### src/rtl/fpga_config_loader.sv
// Configuration loader: hunts for the FA B0 sync word, then shifts each frame LSB-first into the
// frame-data register and writes it with a strobe/increment pair. CONFIG_LOADER_CHK_EN adds an XOR trailer check.
module fpga_config_loader #(
   parameter int FRAME_BITS = 192,
   parameter int NUM_FRAMES = 288
) (
   input  logic       config_clk,
   input  logic       config_rst_n,
   input  logic [7:0] in_data,
   input  logic       in_valid,
   output logic       in_ready,
   output logic       fd_shift,
   output logic       fd_data,
   output logic       rs_reset,
   output logic       rs_incr,
   output logic       rs_strobe,
   output logic       busy,
   output logic       done,
   output logic       err
);

   localparam int BYTES_PER_FRAME = FRAME_BITS / 8;
   localparam int FRAME_W = (NUM_FRAMES > 1) ? $clog2(NUM_FRAMES) : 1;
   localparam int BYTE_W  = (BYTES_PER_FRAME > 1) ? $clog2(BYTES_PER_FRAME) : 1;
   localparam logic [FRAME_W-1:0] LAST_FRAME = FRAME_W'(NUM_FRAMES - 1);
   localparam logic [BYTE_W-1:0]  LAST_BYTE  = BYTE_W'(BYTES_PER_FRAME - 1);

`ifdef CONFIG_LOADER_CHK_EN
   typedef enum logic [2:0] {
      S_HUNT = 3'd0, S_CLR = 3'd1, S_LOAD = 3'd2, S_SHIFT = 3'd3,
      S_STROBE = 3'd4, S_INCR = 3'd5, S_CHK = 3'd6
   } state_t;
`else
   typedef enum logic [2:0] {
      S_HUNT = 3'd0, S_CLR = 3'd1, S_LOAD = 3'd2, S_SHIFT = 3'd3,
      S_STROBE = 3'd4, S_INCR = 3'd5
   } state_t;
`endif

   state_t              r_state;
   state_t              w_state_nxt;
   logic                w_accept;
   logic                w_sync;
   logic                w_last_bit;
   logic                w_last_byte;
   logic                w_last_frame;
   logic                w_complete;
   logic                r_in_ready;
   logic                r_fd_shift;
   logic                r_fd_data;
   logic                r_rs_reset;
   logic                r_rs_incr;
   logic                r_rs_strobe;
   logic                r_busy;
   logic                r_done;
   logic                r_seen_fa;
   logic [7:0]          r_byte;
   logic [2:0]          r_bit_cnt;
   logic [BYTE_W-1:0]   r_byte_cnt;
   logic [FRAME_W-1:0]  r_frame_cnt;
`ifdef CONFIG_LOADER_CHK_EN
   logic [7:0]          r_acc;
   logic                r_err;
`endif

   // States in which the upstream byte stream may hand over a byte.
   function automatic logic accepts_bytes(input state_t s);
      case (s)
         S_HUNT, S_LOAD: accepts_bytes = 1'b1;
`ifdef CONFIG_LOADER_CHK_EN
         S_CHK:          accepts_bytes = 1'b1;
`endif
         default:        accepts_bytes = 1'b0;
      endcase
   endfunction

   assign w_accept     = in_valid & r_in_ready;
   assign w_sync       = (r_state == S_HUNT) & w_accept & r_seen_fa & (in_data == 8'hB0);
   assign w_last_bit   = (r_bit_cnt == 3'd7);
   assign w_last_byte  = (r_byte_cnt == LAST_BYTE);
   assign w_last_frame = (r_frame_cnt == LAST_FRAME);

   // Next-state decode.
   always_comb begin
      w_state_nxt = r_state;
      w_complete  = 1'b0;
      case (r_state)
         S_HUNT: begin
            if (w_sync) w_state_nxt = S_CLR;
            else        w_state_nxt = S_HUNT;
         end
         S_CLR: w_state_nxt = S_LOAD;
         S_LOAD: begin
            if (w_accept) w_state_nxt = S_SHIFT;
            else          w_state_nxt = S_LOAD;
         end
         S_SHIFT: begin
            if (!w_last_bit)     w_state_nxt = S_SHIFT;
            else if (w_last_byte) w_state_nxt = S_STROBE;
            else                 w_state_nxt = S_LOAD;
         end
         S_STROBE: w_state_nxt = S_INCR;
         S_INCR: begin
            if (!w_last_frame) begin
               w_state_nxt = S_LOAD;
            end else begin
`ifdef CONFIG_LOADER_CHK_EN
               w_state_nxt = S_CHK;
`else
               w_state_nxt = S_HUNT;
               w_complete  = 1'b1;
`endif
            end
         end
`ifdef CONFIG_LOADER_CHK_EN
         S_CHK: begin
            if (w_accept) begin
               w_state_nxt = S_HUNT;
               w_complete  = 1'b1;
            end else begin
               w_state_nxt = S_CHK;
            end
         end
`endif
         default: w_state_nxt = S_HUNT;
      endcase
   end

   // State register; strobes are decoded from the next state so they are flop outputs.
   always_ff @(posedge config_clk or negedge config_rst_n) begin
      if (!config_rst_n) begin
         r_state     <= S_HUNT;
         r_in_ready  <= 1'b0;
         r_fd_shift  <= 1'b0;
         r_rs_reset  <= 1'b0;
         r_rs_strobe <= 1'b0;
         r_rs_incr   <= 1'b0;
      end else begin
         r_state     <= w_state_nxt;
         r_in_ready  <= accepts_bytes(w_state_nxt);
         r_fd_shift  <= (w_state_nxt == S_SHIFT);
         r_rs_reset  <= (w_state_nxt == S_CLR);
         r_rs_strobe <= (w_state_nxt == S_STROBE);
         r_rs_incr   <= (w_state_nxt == S_INCR);
      end
   end

   // Sync tracking, counters, serialiser and completion status.
   always_ff @(posedge config_clk or negedge config_rst_n) begin
      if (!config_rst_n) begin
         r_seen_fa   <= 1'b0;
         r_busy      <= 1'b0;
         r_done      <= 1'b0;
         r_byte      <= 8'd0;
         r_fd_data   <= 1'b0;
         r_bit_cnt   <= 3'd0;
         r_byte_cnt  <= '0;
         r_frame_cnt <= '0;
`ifdef CONFIG_LOADER_CHK_EN
         r_acc       <= 8'd0;
         r_err       <= 1'b0;
`endif
      end else begin
         case (r_state)
            S_HUNT: begin
               if (w_sync) begin
                  r_seen_fa   <= 1'b0;
                  r_busy      <= 1'b1;
                  r_done      <= 1'b0;
                  r_bit_cnt   <= 3'd0;
                  r_byte_cnt  <= '0;
                  r_frame_cnt <= '0;
`ifdef CONFIG_LOADER_CHK_EN
                  r_acc       <= 8'd0;
                  r_err       <= 1'b0;
`endif
               end else if (w_accept) begin
                  // A stray FA re-arms the search rather than being lost.
                  r_seen_fa <= (in_data == 8'hFA);
               end
            end
            S_LOAD: begin
               if (w_accept) begin
                  r_byte    <= in_data;
                  r_fd_data <= in_data[0];
                  r_bit_cnt <= 3'd0;
`ifdef CONFIG_LOADER_CHK_EN
                  r_acc     <= r_acc ^ in_data;
`endif
               end
            end
            S_SHIFT: begin
               if (w_last_bit) begin
                  r_bit_cnt  <= 3'd0;
                  r_fd_data  <= 1'b0;
                  r_byte_cnt <= w_last_byte ? '0 : r_byte_cnt + BYTE_W'(1);
               end else begin
                  r_bit_cnt <= r_bit_cnt + 3'd1;
                  r_fd_data <= r_byte[r_bit_cnt + 3'd1];
               end
            end
            S_INCR: begin
               r_frame_cnt <= w_last_frame ? '0 : r_frame_cnt + FRAME_W'(1);
               if (w_complete) begin
                  r_busy <= 1'b0;
                  r_done <= 1'b1;
               end
            end
`ifdef CONFIG_LOADER_CHK_EN
            S_CHK: begin
               if (w_accept) begin
                  r_err  <= (in_data != r_acc);
                  r_busy <= 1'b0;
                  r_done <= 1'b1;
               end
            end
`endif
            default: begin
            end
         endcase
      end
   end

   assign in_ready  = r_in_ready;
   assign fd_shift  = r_fd_shift;
   assign fd_data   = r_fd_data;
   assign rs_reset  = r_rs_reset;
   assign rs_incr   = r_rs_incr;
   assign rs_strobe = r_rs_strobe;
   assign busy      = r_busy;
   assign done      = r_done;
`ifdef CONFIG_LOADER_CHK_EN
   assign err       = r_err;
`else
   assign err       = 1'b0;
`endif

endmodule

### config.mk
export PLATFORM = sky130hd
export DESIGN_NAME = fpga_config_loader
export DESIGN_NICKNAME = d
export VERILOG_FILES = /design/src/rtl/fpga_config_loader.sv
export SDC_FILE = /design/constraint.sdc
export NUM_CORES = 1
export LEC_CHECK = 0
export BUFFER_PORTS_ARGS = -buffer_cell sky130_fd_sc_hd__buf_2
export CORE_MARGIN = 1
export CORE_UTILIZATION = 40
export DETAILED_ROUTE_END_ITERATION = 8
export GPL_ROUTABILITY_DRIVEN = 1
export PLACE_DENSITY = 0.63
export RECOVER_POWER = 25
export SLEW_MARGIN = 40
export SYNTH_ARGS = -nofsm -noshare
export SYNTH_HDL_FRONTEND = slang
export SYNTH_SLANG_ARGS = --single-unit
### constraint.sdc
create_clock -name config_clk -period 1.9 [get_ports config_clk]
set_input_delay 0.095 -clock config_clk [delete_from_list [all_inputs] [get_ports config_clk]]
set_output_delay 0.095 -clock config_clk [all_outputs]
set_load 0.005 [all_outputs]
# After elaboration in Yosys (flattened, before gate mapping)
# Cells that the tools add are included.
[word_totals] in_bits=11 regBits=37
[op_classes] n_bitwise=4 n_eq_ne=19 addsub=3 n_lt_le_gt_ge=1 reduce_logical=15 muxes=33
[op_table] cell="9-bit two-way mux" n=2
[op_table] cell="3-bit case mux with 6 select lines" n=1
[op_table] cell="9-bit case mux with 2 select lines" n=1
[op_table] cell="8-bit == test, second input constant" n=2
[op_table] cell="3-bit == test, second input constant" n=5
[op_table] cell="3-bit two-way mux" n=5
[op_table] cell="5-bit two-way mux" n=3
[op_table] cell="1-bit two-way mux" n=14
[op_table] cell="3-bit by 2-bit == test with 1-bit output, second input constant" n=4
[op_table] cell="5-bit case mux with 2 select lines" n=1
[op_table] cell="9-bit by 1-bit adder with 9-bit output, second input constant" n=1
[op_table] cell="9-bit == test, second input constant" n=1
[op_table] cell="3-bit case mux with 3 select lines" n=1
[op_table] cell="3-bit AND reduction" n=3
[op_table] cell="2-bit inequality test, second input constant" n=4
[op_table] cell="2-bit AND reduction" n=4
[op_table] cell="2-bit nonzero test" n=4
[op_table] cell="3-bit by 1-bit == test with 1-bit output, second input constant" n=2
[op_table] cell="3-bit zero test" n=2
[op_table] cell="1-bit case mux with 2 select lines" n=3
[op_table] cell="5-bit by 1-bit adder with 5-bit output, second input constant" n=1
[op_table] cell="5-bit == test, second input constant" n=1
[op_table] cell="1-bit AND" n=4
[op_table] cell="3-bit by 4-bit < comparator with 1-bit output, second input constant" n=1
[op_table] cell="5 further kinds" n=5

# Longest topological paths before layout
# Gate-level depths: netlist of run 1.
[logic_depth] word_depth=9 mapped_depth=7 depth_no_buf=6

# Worst setup path after synthesis of run 1
# Ideal clock, no wire load.
[synth_path] kind="flip-flop to flip-flop" startpoint="reg r_state[0]" endpoint="reg r_fd_data, in the netlist fd_data" path_slack_ns=0.221 t_arrival_ns=1.558 period_less_slack_ns=1.679 path_stages_with_launch=7 setup_ns=0.121 path_cell_list="dfrtp_1 -> buf_4 -> and3b_1 -> and3b_1 -> buf_2 -> mux2_1 -> a22o_1"
[synth_via] elab_chain_len=3 elab_cells_between_ends=6 classes_between="eq/ne (3); mux (1); reduce/logical (2)"
[synth_rtl] item="from (decl)" line_no="40" text="state_t r_state;"
[synth_rtl] item="from (signal assigned)" line_no="139" text="r_state <= w_state_nxt;"
[synth_rtl] item="3-bit by 2-bit == test with 1-bit output" line_no="164" text="case (r_state)"
[synth_rtl] item="2-bit inequality test (no source line) / 2-bit nonzero test (equally long branches)"
[synth_rtl] item="2-bit AND reduction (no source line)"
[synth_rtl] item="to (signal assigned)" line_no="185" text="r_fd_data <= in_data[0];"
[synth_rtl] item="to (signal assigned)" line_no="199" text="r_fd_data <= r_byte[r_bit_cnt + 3'd1];"
[synth_rtl] item="to (decl)" line_no="50" text="logic r_fd_data;"
# Parallel ways exist; a longest one is shown, timed or not.
# A chain may end at the register's enable or synchronous reset.

# Worst setup path after layout of run 1
[layout_path] startpoint="reg r_frame_cnt[5]" endpoint="reg r_frame_cnt[5]"
[layout_via] elab_chain_len=3 elab_cells_between_ends=4 classes_between="add/sub (1); eq/ne (1); mux (2)"
[layout_rtl] item="from (decl)" line_no="60" text="logic [FRAME_W-1:0] r_frame_cnt;"
[layout_rtl] item="from (signal assigned)" line_no="203" text="r_frame_cnt <= w_last_frame ? '0 : r_frame_cnt + FRAME_W'(1);"
[layout_rtl] item="9-bit by 1-bit adder with 9-bit output / 9-bit == test (equally long branches)" line_no="203, 81"
[layout_rtl] item="9-bit two-way mux *" line_no="203"
[layout_rtl] item="9-bit case mux with 2 select lines *" line_no="164"
# Mark *: on every way between the ends. The rest lies on a longest branch, timed or not.

==> impl_results.md, run 1 <==
- Final setup TNS: 0 ns
- Library cells used by synthesis: 50
- Port-buffer cells: 18
- CP Max Fanout: 9
- Initial DRC count: 92
- Syn Nets: between 150 and 200
- PwrDens: 1193 nW/um^2
- Synthesis Warnings: 0
- Final #Nets: 207
- CTS Buffer Depth: 2
- Synth Flop Type: dfrtp_1
- Routability Congestion: 0.8370
- Max IR drop VDD: roughly 600 uV
- Root Driver: clkbuf_8
- Yosys top cell by area: dfrtp_1
- Hold Path Stages: 2
- Crit Path Category: reg -> reg
- R2R depth: 4
- All-Layer GR Usage: between 10% and 20%
- Ranking of synthesized cells by area: dfrtp_1 (50%), mux2_2 (5.5%), a21o_1 (3.2%), ha_1 (2.7%), nand3_1 (2.4%)
- Core area: 4414 um^2
- Mapped Area: 1856 um^2
- Via density: 5.629
- Post-CTS Setup Repair Bufs: 0
- Status: completed
- Internal power: 0.001790 W
- Post-route clock skew: between 0.01 and 0.015 ns
- Part of the power in registers: around 43%
- Antenna violations before repair: 0
- LEAKAGE: between 1 and 1.5 nW
- Worst-path clk slew: 0.08 ns
- Hold Path Class: in -> reg
- First-pass GRT wire length: 6189 um
- Final setup violation count: 0
- Placed cells: 236
- FP Rows: 24
- Layout cells sized above 1: 26.42%
- Die area: 4915 um^2
- Ys async rst share: 100.0%
- Final wirelength: 3601 um
- Via count: 1,379
- Die Wd: 70.11 um
- CP endpoint kind: flip-flop
- H-tree levels: 2
- Setup crit start kind: flip-flop
- Reg area: just over 900 um^2
- Sink Count: 37
- Synthesized flop and latch total: 37
- DRT antenna net count: 0
- Data required, critical path: 2.08 ns
- Post-detail-place hpwl: 2632 um
- Fin. Hold Viols: 0
- Time the worst path needs with I/O delays and setup: roughly 1.7 ns
- Fmax: between 500 and 600 MHz
- Max Cap Viol: 0
- Slew @ Worst Pin: 0.8896 ns
- Post-synthesis sequential area ratio: 49.90%
- Clock Latency Late Sink: just under 0.3 ns
- Comb power frac: 30.3%
- R2R setup slack: around 0.17 ns
- Max-slew violations: 0
- IO Count: 20
- Syn Inst Count: between 150 and 200
- Post-CTS Resized: 0
- Sw Pwr: 0.0007509 W
- Vias in the first global route: approximately 1,300
- Arr. time, crit path: 1.91 ns
- Drt pass-1 iters: 4
- Post-route core utilization: 48.24%
- # diodes: 0
- Syn-to-layout area delta: 14.77%
- Slew margin rel.: 40.69%
- Die Height: 70.11 um
- Grt ovf: 0
- Fin cells: 245
- Sw Ratio: 29.55%
- RSZ-0062 raised after global routing: false
- Synth top area share: 49.90%
- TritonCTS Buffers: 5
- Routed wire per std cell: 14.70 um
- CTS Hold Buffers Added: 1
- Fill count: between 400 and 500
- Initial Util: 42.04%
- Avg Inst Size Synth: between 10 and 15 um^2
- Largest net degree at the start of global routing: 38
- DRC errors left: 0
- Clock share of power: 26.7%
- Post-synth EDFFs: 0
- CTS tree: yes
- Multi-input gate area: 863.3 um^2
- Period utilisation layout: 90.94%
-- logic make-up (layout without fill, tap and decap cells) --
| kind of cell | Yosys count | after routing | synth area share [%] |
|---|---|---|---|
| xor gates and xnor gates | 1 | 1 | 0.4721 |
| AOI/OAI and AO/OA | 35 | 35 | 14.23 |
| and+or+nand+nor | 66 | 66 | 20.43 |
| DFF | 37 | 37 | 49.90 |
| muxes | 12 | 12 | 8.496 |
| buffers and inverters | 12 | 37 | 3.573 |
| other | 1 | 1 | 0.2021 |
| adders and majority gates | 4 | 4 | 2.697 |
-- registers in the layout, summed over array words and instances (netlist names), 3 cells and up --
signal       flops
r_bit_cnt        3
r_state          3
r_byte_cnt       5
r_byte           8
r_frame_cnt      9
-- power by group through the flow --
stage	Clock, W	Combinational (W)	Sequential, W
floorplan	0	0.000544	0.00108
global placement	0	0.000731	0.00109
detailed placement	0	0.000777	0.00111
CTS	0.000701	0.000780	0.00109
global route	0.000737	0.000850	0.00111
finish	0.000679	0.000771	0.00109
-- cells in the mapped netlist (all sizes together), types with 2 or more instances --
cell type / instances
a211o: 3
a21o: 8
a21oi: 4
a22o: 5
and3: 5
and3b: 3
and4: 2
buf: 7
dfrtp: 37
ha: 4
inv: 4
mux2: 10
mux4: 2
nand2: 12
nand2b: 2
nand3: 9
nand3b: 2
nand4: 2
nor2: 13
nor2b: 2
nor3: 3
o21ai: 4
o22ai: 3
o2bb2ai: 2
o31ai: 3
or3: 2
-- area by class of cell --
cell class | instances | share of cell area, %
timing repair buffer | 25 | 6.816
tap | 52 | 3.055
sequential | 37 | 43.48
inverter | 4 | 0.7051
clock buffer | 5 | 3.231
clock inverter | 3 | 2.174
multi-input combinational | 119 | 40.54
-- cell usage in the layout, fill, tap and decap left out, types with 3 or more instances in the layout --
cell type	netlist	layout
dfrtp_1	37	37
nor3_1	3	3
a21oi_1	4	4
and3_1	3	3
nor2_1	12	12
ha_1	4	4
o22ai_1	3	3
buf_2	4	17
inv_1	4	4
mux2_2	9	9
o31ai_1	3	3
a22o_1	5	5
a21o_1	8	8
buf_4	2	6
o21ai_0	3	3
clkbuf_8	0	5
nand3_1	9	9
nand2_1	12	12
-- worst max-delay path, cell delays in order, from the launching register on --
cell and delay [ns]:
dfrtp_1 0.44, or4b_4 0.57, o21ai_4 0.25, nor3_1 0.09, a211o_2 0.26
-- path summary, 6_finish.rpt --
check                                 end      startpoint
setup / recovery           r_frame_cnt[5]  r_frame_cnt[5]
hold / removal                  r_byte[2]      in_data[2]
setup reg to reg           r_frame_cnt[5]  r_frame_cnt[5]
hold reg to reg                 r_seen_fa       r_seen_fa
max in group asynchronous   r_byte_cnt[1]    config_rst_n
min in group asynchronous  r_frame_cnt[2]    config_rst_n
-- through the flow --
step | cell area (um^2) | total power (W) | hold WS [ns] | setup WS (ns)
after global placement | 2004 | 0.001822 | 0.2260 | 0.2141
final | 2130 | 0.002541 | 0.06243 | 0.1721
after CTS | 2130 | 0.002572 | 0.05176 | 0.1753
after floorplan | 1856 | 0.001622 | -0.2006 | 0.2209
after global routing | 2130 | 0.002698 | 0.06250 | 0.07655
after detailed placement | 2004 | 0.001882 | 0.2380 | 0.1820
-- layer usage --
metal  vias to the layer above  global-route usage [%]  share of wire [%]
met3                         2                   5.051                5.1
met1                       668                   21.37                 47
met4                         0                   4.444               0.39
li1                        666                       -                  -
met5                         -                       0                  0
met2                        43                   25.32                 48
Note: power is estimated with default switching activity, not from simulation.
==> inputs of run 2 (changes only) <==
--- a/config.mk
+++ b/config.mk
@@ -5,7 +5,9 @@
 export SDC_FILE = /design/constraint.sdc
 export NUM_CORES = 1
 export LEC_CHECK = 0
+export ABC_CLOCK_PERIOD_IN_PS = 1900
 export BUFFER_PORTS_ARGS = -buffer_cell sky130_fd_sc_hd__buf_2
+export CORE_ASPECT_RATIO = 0.6
 export CORE_MARGIN = 1
 export CORE_UTILIZATION = 40
 export DETAILED_ROUTE_END_ITERATION = 8
==> impl_results.md, run 2 (same netlist as run 1, synthesis figures left out) <==
- CP Max Fanout: 9 (unchanged)
- Syn-to-layout area delta: 16.32% (was 14.77%)
- FP Rows: 18 (was 24)
- Via density: 5.292 (was 5.629)
- Final setup TNS: 0 ns (unchanged)
- PwrDens: 1226 nW/um^2 (was 1193 nW/um^2)
- Data required, critical path: 2.08 ns (about the same)
- Die Wd: 89.93 um (was 70.11 um)
- Hold_sp: in_data[4] (was in_data[2])
- Fmax: 568.2 MHz (was 578.7 MHz)
- Clock Latency Late Sink: 0.29 ns (about the same)
- CP top delay family: simple AND/OR/NAND/NOR gates (unchanged)
- Fill count: 380 (was 416)
- Routability Congestion: 0.7610 (was 0.8370)
- Grt ovf: 0 (unchanged)
- Core area: 4279 um^2 (was 4414 um^2)
- Die Height: 54.76 um (was 70.11 um)
- IO Count: 20 (unchanged)
- Via count: 1,339 (was 1,379)
- Slew @ Worst Pin: 0.9119 ns (was 0.8896 ns)
- Largest net degree at the start of global routing: 38 (unchanged)
- CP endpoint kind: flip-flop (unchanged)
- Regs by FF count: r_frame_cnt x9, r_byte x8, r_byte_cnt x5 (unchanged)
- Initial DRC count: 123 (was 92)
- Final wirelength: 3698 um (was 3601 um)
- Max reg flops: 9 (unchanged)
- Crit Path Category: reg -> reg (unchanged)
- Setup crit start kind: flip-flop (unchanged)
- Most frequent cells in the layout: dfrtp_1 (37), buf_2 (17), nor2_1 (12), nand2_1 (12) (unchanged)
- RSZ-0062 raised after global routing: false (unchanged)
- First-pass GRT wire length: 6299 um (was 6189 um)
- Fin. Hold Viols: 0 (unchanged)
- DRC errors left: 0 (unchanged)
- CTS tree: yes (unchanged)
- Worst-path clk slew: 0.08 ns (about the same)
- CTS Buffer Depth: 2 (unchanged)
- Setup crit start: r_frame_cnt[5] (unchanged)
- Period utilisation layout: 92.63% (was 90.94%)
- Crit path max-delay cell type: or4b_4 (unchanged)
- Routed wire per std cell: 14.62 um (was 14.70 um)
- DRT antenna net count: 0 (unchanged)
- Hold Path Class: in -> reg (unchanged)
- Post-detail-place hpwl: 2692 um (was 2632 um)
- Final setup violation count: 0 (unchanged)
- Final #Nets: 207 (unchanged)
- TritonCTS Buffers: 5 (unchanged)
- All-Layer GR Usage: 17.23% (was 16.06%)
- R2r startpoint: r_frame_cnt[5] (unchanged)
- Vias in the first global route: 1,286 (was 1,344)
- LEAKAGE: 1.038 nW (was 1.025 nW)
- Fin cells: 253 (was 245)
- Drt pass-1 iters: 4 (unchanged)
- Antenna violations before repair: 0 (unchanged)
- Arr. time, crit path: 1.94 ns (was 1.91 ns)
- # diodes: 0 (unchanged)
- Worst-path cell chain: or4b_4, o21ai_4, nor3_1, a211o_1 (was or4b_4, o21ai_4, nor3_1, a211o_2)
- Cell Area, Placed: 2014 um^2 (was 2004 um^2)
- Root Driver: clkbuf_8 (unchanged)
- Max Cap Viol: 0 (unchanged)
- Max IR drop VDD: 763.5 uV (was 601.2 uV)
- Post-Layout Inst Area: 2158 um^2 (was 2130 um^2)
- Port-buffer cells: 18 (unchanged)
- Status: completed (unchanged)
- Buf/Inv on CP: 0 (unchanged)
- Largest register by flop count: r_frame_cnt (unchanged)
- H-tree levels: 2 (unchanged)
- Commonest non-fill, non-tap cell in the layout: dfrtp_1 (unchanged)
- Die area: 4924 um^2 (was 4915 um^2)
- Time the worst path needs with I/O delays and setup: 1.760 ns (was 1.728 ns)
- Layout cells sized above 1: 26.42% (unchanged)
- Initial Util: 43.36% (was 42.04%)
- CP peak stage delay: 0.59 ns (was 0.57 ns)
- Placed cells: 244 (was 236)
- Max-slew violations: 0 (unchanged)
- Sink Count: 37 (unchanged)
- Slew margin rel.: 39.21% (was 40.69%)
- Post-route clock skew: 0.007944 ns (was 0.01058 ns)
==> run 2: changes by cell type in the layout (fill, tap and decap cells not counted), sizes merged <==
| cell | before | now |
|---|---|---|
| clkinvlp | 1 | 0 |
| bufinv | 1 | 2 |
==> run 2: report_power, final <==
part           total [W]  switching [W]  leakage (nW)  internal (W)
combinational   0.000755       0.000335         0.502      0.000419
clock           0.000804       0.000283        0.0681      0.000521
sequential       0.00109       0.000111         0.469      0.000977
total            0.00265       0.000729          1.04       0.00192
==> run 2: cell type report <==
type                            count  area, um^2  share of cell area [%]
Inverter                            4       15.01                  0.6957
Clock inverter                      3       65.06                   3.014
Sequential cell                    37       925.9                   42.90
Timing Repair Buffer               25       145.1                   6.725
Clock buffer                        5       68.82                   3.188
Multi-Input combinational cell    119       863.3                   40.00
Tap cell                           60       75.07                   3.478
==> run 2: metal layers <==
| layer | vias up | share of wire (%) | global-route usage [%] |
|---|---|---|---|
| met4 | 0 | 1.6 | 7.258 |
| met1 | 636 | 53 | 22.65 |
| met3 | 7 | 4.4 | 4.722 |
| met2 | 31 | 41 | 27.56 |
| met5 | - | 0 | 0 |
| li1 | 665 | - | - |
==> run 2: worst paths after layout <==
kind	endpoint	slack, ns	cells past startpoint
hold / removal	r_byte[4]	0.05	2
setup reg to reg	r_frame_cnt[6]	0.14	4
hold reg to reg	r_seen_fa	0.49	2
min in group asynchronous	r_byte[6]	0.46	2
setup / recovery	r_frame_cnt[6]	0.14	4
max in group asynchronous	r_bit_cnt[2]	0.86	2
==> run 2: per-stage QoR <==
stage | hold WS (ns) | util, % | worst slack [ns] | power (W)
2_1_floorplan | -0.2006 | - | 0.2209 | 0.001622
3_3_place_gp | 0.2271 | 47.08 | 0.2152 | 0.001825
3_5_place_dp | 0.2457 | 47.08 | 0.1368 | 0.001861
4_1_cts | 0.04484 | 50.44 | 0.1275 | 0.002678
5_1_grt | 0.06248 | 50.44 | 0.01634 | 0.002807
6_report | 0.05439 | 50.44 | 0.1401 | 0.002646
==> run 2: repair_timing <==
action,CTS,global route
hold buffers,1,0
buffers inserted,0,0
gates resized for setup,0,0
hold endpoints to repair,37,0
